`config.mk`:
```
export PLATFORM = sky130hd
export DESIGN_NAME = add_round_key_stage
export DESIGN_NICKNAME = d
export VERILOG_FILES = /design/src/rtl/add_round_key_stage_pkg.sv /design/src/rtl/add_round_key_stage_key_schedule_step.sv /design/src/rtl/add_round_key_stage.sv
export SDC_FILE = /design/constraint.sdc
export NUM_CORES = 2
export LEC_CHECK = 0
export ABC_AREA = 1
export ABC_CLOCK_PERIOD_IN_PS = 3300
export BUFFER_PORTS_ARGS = -buffer_cell sky130_fd_sc_hd__clkbuf_2
export CAP_MARGIN = 25
export CORE_ASPECT_RATIO = 2
export CORE_MARGIN = 1
export CORE_UTILIZATION = 35
export CTS_CLUSTER_SIZE = 28
export DETAILED_ROUTE_END_ITERATION = 10
export MAX_ROUTING_LAYER = met4
export SYNTH_ARGS = -nofsm -noshare
export SYNTH_HDL_FRONTEND = slang
export SYNTH_SLANG_ARGS = --single-unit
```
`constraint.sdc`:
```
create_clock -name clock -period 3.3 [get_ports clock]
set_input_delay 0.495 -clock clock [delete_from_list [all_inputs] [get_ports clock]]
set_output_delay 0.495 -clock clock [all_outputs]
set_load 0.03 [all_outputs]
```
`src/rtl/add_round_key_stage_pkg.sv`:
```
// Shared AES-128 definitions: data types, S-box, and GF(2^8) helpers.
// Imported by the AddRoundKey stage and by the key schedule step.
package add_round_key_stage_pkg;

  typedef logic [127:0] state_t;
  typedef logic [127:0] key_t;
  typedef logic [31:0]  word_t;

  localparam logic [7:0] RCON_INIT = 8'h01;

  typedef enum logic {
    ST_NOKEY,
    ST_RUN
  } ark_state_e;

  // Element 0 is the leftmost byte, so SBOX[b] is the substitution of b.
  localparam logic [0:255][7:0] SBOX = {
    128'h637c777bf26b6fc53001672bfed7ab76,
    128'hca82c97dfa5947f0add4a2af9ca472c0,
    128'hb7fd9326363ff7cc34a5e5f171d83115,
    128'h04c723c31896059a071280e2eb27b275,
    128'h09832c1a1b6e5aa0523bd6b329e32f84,
    128'h53d100ed20fcb15b6acbbe394a4c58cf,
    128'hd0efaafb434d338545f9027f503c9fa8,
    128'h51a3408f929d38f5bcb6da2110fff3d2,
    128'hcd0c13ec5f974417c4a77e3d645d1973,
    128'h60814fdc222a908846eeb814de5e0bdb,
    128'he0323a0a4906245cc2d3ac629195e479,
    128'he7c8376d8dd54ea96c56f4ea657aae08,
    128'hba78252e1ca6b4c6e8dd741f4bbd8b8a,
    128'h703eb5664803f60e613557b986c11d9e,
    128'he1f8981169d98e949b1e87e9ce5528df,
    128'h8ca1890dbfe6426841992d0fb054bb16
  };

  function automatic logic [7:0] sub_byte(input logic [7:0] b);
    return SBOX[b];
  endfunction

  function automatic word_t sub_word(input word_t w);
    return {sub_byte(w[31:24]), sub_byte(w[23:16]),
            sub_byte(w[15:8]),  sub_byte(w[7:0])};
  endfunction

  // Multiply by 2 in GF(2^8) modulo x^8 + x^4 + x^3 + x + 1.
  function automatic logic [7:0] gf_xtime(input logic [7:0] b);
    return {b[6:0], 1'b0} ^ (b[7] ? 8'h1b : 8'h00);
  endfunction

endpackage

```
`src/rtl/add_round_key_stage_key_schedule_step.sv`:
```
// One AES-128 key expansion step: derives round key N+1 from round key N.
// Purely combinational so it can be shared with a decryption key expander.
module key_schedule_step
  import add_round_key_stage_pkg::*;
(
  input  key_t       round_key,
  input  logic [7:0] rcon,
  output key_t       next_key
);

  word_t w0, w1, w2, w3;
  word_t t;
  word_t n0, n1, n2, n3;

  always_comb begin
    w0 = round_key[127:96];
    w1 = round_key[95:64];
    w2 = round_key[63:32];
    w3 = round_key[31:0];
    // RotWord then SubWord, then fold the round constant into the top byte.
    t  = sub_word({w3[23:0], w3[31:24]}) ^ {rcon, 24'h000000};
    n0 = w0 ^ t;
    n1 = w1 ^ n0;
    n2 = w2 ^ n1;
    n3 = w3 ^ n2;
    next_key = {n0, n1, n2, n3};
  end

endmodule

```
`src/rtl/add_round_key_stage.sv`:
```
// AES-128 AddRoundKey stage with an on-the-fly round key generator that
// advances one round per accepted transfer and wraps after the last round.
module add_round_key_stage
  import add_round_key_stage_pkg::*;
#(
  parameter int unsigned NUM_ROUNDS = 10,
  parameter logic [7:0]  RCON_INIT  = add_round_key_stage_pkg::RCON_INIT
) (
  input  logic         clock,
  input  logic         reset,
  input  logic         key_load,
  input  logic [127:0] key_in,
  input  logic         in_valid,
  output logic         in_ready,
  input  state_t       in_state,
  output logic         out_valid,
  input  logic         out_ready,
  output state_t       out_state,
  output logic [3:0]   out_round,
  output logic         key_valid
);

  localparam logic [3:0] LAST_ROUND = 4'(NUM_ROUNDS);

  ark_state_e state_q, state_d;
  key_t       cipher_key_q, cipher_key_d;
  key_t       round_key_q, round_key_d;
  logic [7:0] rcon_q, rcon_d;
  logic [3:0] round_q, round_d;
  logic       out_valid_q, out_valid_d;
  state_t     out_state_q, out_state_d;
  logic [3:0] out_round_q, out_round_d;

  key_t next_key;
  logic accept;

  key_schedule_step u_key_step (
    .round_key (round_key_q),
    .rcon      (rcon_q),
    .next_key  (next_key)
  );

  always_comb begin
    state_d = state_q;
    if (key_load) begin
      state_d = ST_RUN;
    end
  end

  assign key_valid = (state_q == ST_RUN);
  assign in_ready  = key_valid && !key_load && (!out_valid_q || out_ready);
  assign accept    = in_valid && in_ready;

  // key_load takes priority over an accept; in_ready already masks it.
  always_comb begin
    cipher_key_d = cipher_key_q;
    round_key_d  = round_key_q;
    rcon_d       = rcon_q;
    round_d      = round_q;
    if (key_load) begin
      cipher_key_d = key_in;
      round_key_d  = key_in;
      rcon_d       = RCON_INIT;
      round_d      = '0;
    end else if (accept) begin
      if (round_q == LAST_ROUND) begin
        round_key_d = cipher_key_q;
        rcon_d      = RCON_INIT;
        round_d     = '0;
      end else begin
        round_key_d = next_key;
        rcon_d      = gf_xtime(rcon_q);
        round_d     = round_q + 4'd1;
      end
    end
  end

  always_comb begin
    out_valid_d = out_valid_q;
    out_state_d = out_state_q;
    out_round_d = out_round_q;
    if (accept) begin
      out_valid_d = 1'b1;
      out_state_d = in_state ^ round_key_q;
      out_round_d = round_q;
    end else if (out_ready) begin
      out_valid_d = 1'b0;
    end
  end

  always_ff @(posedge clock) begin
    if (reset) begin
      state_q      <= ST_NOKEY;
      cipher_key_q <= '0;
      round_key_q  <= '0;
      rcon_q       <= RCON_INIT;
      round_q      <= '0;
      out_valid_q  <= 1'b0;
      out_state_q  <= '0;
      out_round_q  <= '0;
    end else begin
      state_q      <= state_d;
      cipher_key_q <= cipher_key_d;
      round_key_q  <= round_key_d;
      rcon_q       <= rcon_d;
      round_q      <= round_d;
      out_valid_q  <= out_valid_d;
      out_state_q  <= out_state_d;
      out_round_q  <= out_round_d;
    end
  end

  assign out_valid = out_valid_q;
  assign out_state = out_state_q;
  assign out_round = out_round_q;

endmodule

```
==> impl_metrics.yaml <==
setup_path:
  slowest_delay_ns: 0.43
  worstPathArrival_ns: 3.65
  r2r-end: "round_key_q[0]"
  crit_slowest_cell: "ha_2"
  r2r_slack_ns: 0.09
  reg2reg_from: "round_key_q[24]"
  cpMostUsedCell: "nand3_1"
  setup.worst_path.start_class: "flip-flop"
  crit_type: "reg -> reg"
  reg2reg_depth: 18
  worstPathCellList: "inv_2 -> ha_2 -> inv_2 -> nand2_1 -> nand3_1 -> nand2_1 -> nand2_1 -> nand3_1 -> nand3_1 -> nand3_1 -> buf_4 -> nand3_1 -> nand3_1 -> nand3_1 -> nand3_1 -> nand3_1 -> nand2_1 -> a21oi_1"
  critical_path.startpoint: "round_key_q[24]"
  crit_fanout: 7
  worstPathRequired_ns: 3.75
  path_buf_inv: 3
  crit_family: "simple AND/OR/NAND/NOR gates"
  worstSetupPathDepth: 18
  end_kind: "flip-flop"
timing:
  slew_violations: 0
  worstMarginPinSlew_ns: 0.823
  slew_headroom_pct: 44.8
  final_hold_viol_count: 0
  setup_violations: 0
  rsz0062_at_grt: "true"
  fmax_ghz: 0.312
  finClkSkew_ns: 0.0233
  fin_crit_sh_pct: 97.2
  period_needed_ns: 3.21
  holdWs_ns: 0.151
yosys:
  synth_area_um2: 30000
  synth_cells: 5108
  synth.avg_cell_area_um2: 5.87
  yosys_warnings: 0
  ys_ff_latch: 402
  synth_seq_area_share_pct: 26.8
  ys_types: 33
  syn_nets: 5429
clock_tree:
  ctsResizeCount: 0
  cts_buffers: 42
  cts_tree: "built"
  post_cts_buffers: 0
  clock-sinks: 402
  path_clk_slew_ns: 0.07
  hold_buffers: 0
  ctsRootBufferMaster: "clkbuf_16"
  htreeDepth: 2
  clkLatencyLatePin_ns: 0.60
  cts_buffer_depth: 3
place:
  dpl_cell_area_um2: 34600
  placement.io_buffers: 395
  dp_hpwl_um: 127000
  routabilityCongestion: 1.08
detailed_routing:
  route.detailed.drc: 0
  wl_met1_um: 58700
  routedWlPerCell_um: 25.7
  drt_iter0_markers: 3620
  vias: 38246
  viasPerCell: 5.78
  wl_met2_um: 83200
  top_layer: "met4"
  dr_wl_met3_um: 10600
  dr.pass1.iters: 9
  wl_um: 170000
  final_antenna_net_count: 0
pwr:
  p_leak_nw: 16.9
  powerDensity_nw_per_um2: 458
  internal_power_mw: 10.0
  swShare_pct: 39.7
  p_comb_share_pct: 36.2
  seqPwrFrac_pct: 32.4
  clock_power_share_pct: 31.4
  p_switching_mw: 6.58
  ir_worst_vdd_v: 0.000420
finish:
  final_cell_mix: "1,603 x nand2_1, 1,251 x nand3_1, 580 x a21oi_1"
  post-route-util_pct: 42.6
  final_common_cell: "nand2_1"
  layout-drive-gt1-share_pct: 15.5
  synthToLayoutAreaGrowth_pct: 20.7
  nets: 5818
  postLayoutCellArea_um2: 36200
floorplan:
  die_area_um2: 86900
  num_rows: 151
  ios: 396
  die-width_um: 209
  start_util_pct: 35.3
  coreArea_um2: 84800
  die_y_um: 416
min_path:
  hold_path_depth: 3
  hp-class: "in -> reg"
  hold_path_end: "cipher_key_q[98]"
  hold_start: "key_in[98]"
run:
  max_cap_viol_count: 0
outcome:
  outcome: "completed"
global_routing:
  grt_pass1_wl_um: 245000
  grtUsageTotal_pct: 39.1
  grt_pass1_vias: 37025
  grt_overflow: 0
  grt_max_degree: 137
  grt_antenna_before_repair: 21
## state kept, by name, summed over array words and instances (netlist names)
| register | flops |
|---|---|
| cipher_key_q | 128 |
| rcon_q | 8 |
| key_valid | 1 |
| out_valid | 1 |
| round_key_q | 128 |
| out_round | 4 |
| round_q | 4 |
| out_state | 128 |
## how the worst max path moves through the flow
stage / end
finish: round_key_q[0]
global route: round_key_q[0]
CTS: round_key_q[0]
detailed placement: round_key_q[0]
global placement: round_key_q[0]
floorplan: round_key_q[100]
## power by group through the flow
stage	Clock, mW	Combinational [mW]	Sequential [mW]
floorplan	0	3.38	5.47
global placement	0	5.86	5.46
detailed placement	0	5.81	5.47
CTS	5.30	5.84	5.36
global route	5.44	6.47	5.39
finish	5.21	6.00	5.37
## cells by family after synthesis
kind of cell / synth area share (%)
buffers and inverters: 8.69
xor gates and xnor gates: 4.03
AOI/OAI and AO/OA: 13.8
DFF: 26.8
adders and majority gates: 2.50
and+or+nand+nor: 44.1
## cell usage after synthesis, drive strengths merged
| cell type | number | share of area [%] |
|---|---|---|
| o211ai | 10 | 0.25 |
| clkbuf | 191 | 2.4 |
| ha | 60 | 2.5 |
| o22ai | 31 | 0.65 |
| xor2 | 138 | 4.0 |
| a21oi | 582 | 9.7 |
| a21boi | 1 | 0.025 |
| a31oi | 3 | 0.063 |
| nand3b | 10 | 0.25 |
| a211oi | 1 | 0.025 |
| nand2 | 1633 | 21 |
| buf | 170 | 2.8 |
| nand3 | 1256 | 21 |
| nor2 | 140 | 1.8 |
| o21ai | 169 | 2.8 |
| inv | 270 | 3.4 |
| or2 | 2 | 0.042 |
| a41oi | 8 | 0.23 |
| a22oi | 1 | 0.025 |
| clkinv | 6 | 0.075 |
| dfxtp | 402 | 27 |
| nor3 | 7 | 0.13 |
| nand4 | 17 | 0.35 |
## cell type report
type	instances	area (µm²)
Multi-Input combinational cell	4069	19400
Clock inverter	20	299
Timing Repair Buffer	706	4790
Fill cell	9445	48700
Tap cell	1071	1340
Antenna cell	20	50.0
Clock buffer	51	1150
Inverter	276	1050
Sequential cell	402	8060
## worst reg2reg max path: cells and delay by family (launching register included)
kind,cells,cell delay [ns]
AND/OR/NAND/NOR,13,1.81
adder cells (fa/ha/maj),1,0.43
flip-flops,1,0.40
buffers and inverters,3,0.37
AO/OA/AOI/OAI,1,0.06
## per-layer routing
layer,up-vias,GRT usage (%)
li1,17835,-
met1,17856,39.6
met2,1894,65.8
met3,661,5.31
met4,0,34.4
met5,-,-
## per-stage QoR
| stage | TNS, ns | total power, mW | worst slack (ns) | std cells |
|---|---|---|---|---|
| floorplan | 0 | 8.85 | 0.418 | 5108 |
| global placement | 0 | 11.3 | 0.0315 | 6524 |
| detailed placement | 0 | 11.3 | 0.0926 | 6524 |
| CTS | 0 | 16.5 | 0.0617 | 6595 |
| global route | -0.0218 | 17.3 | -0.0218 | 6615 |
| finish | 0 | 16.6 | 0.0909 | 6615 |
Power figures use the tool's default switching activity.
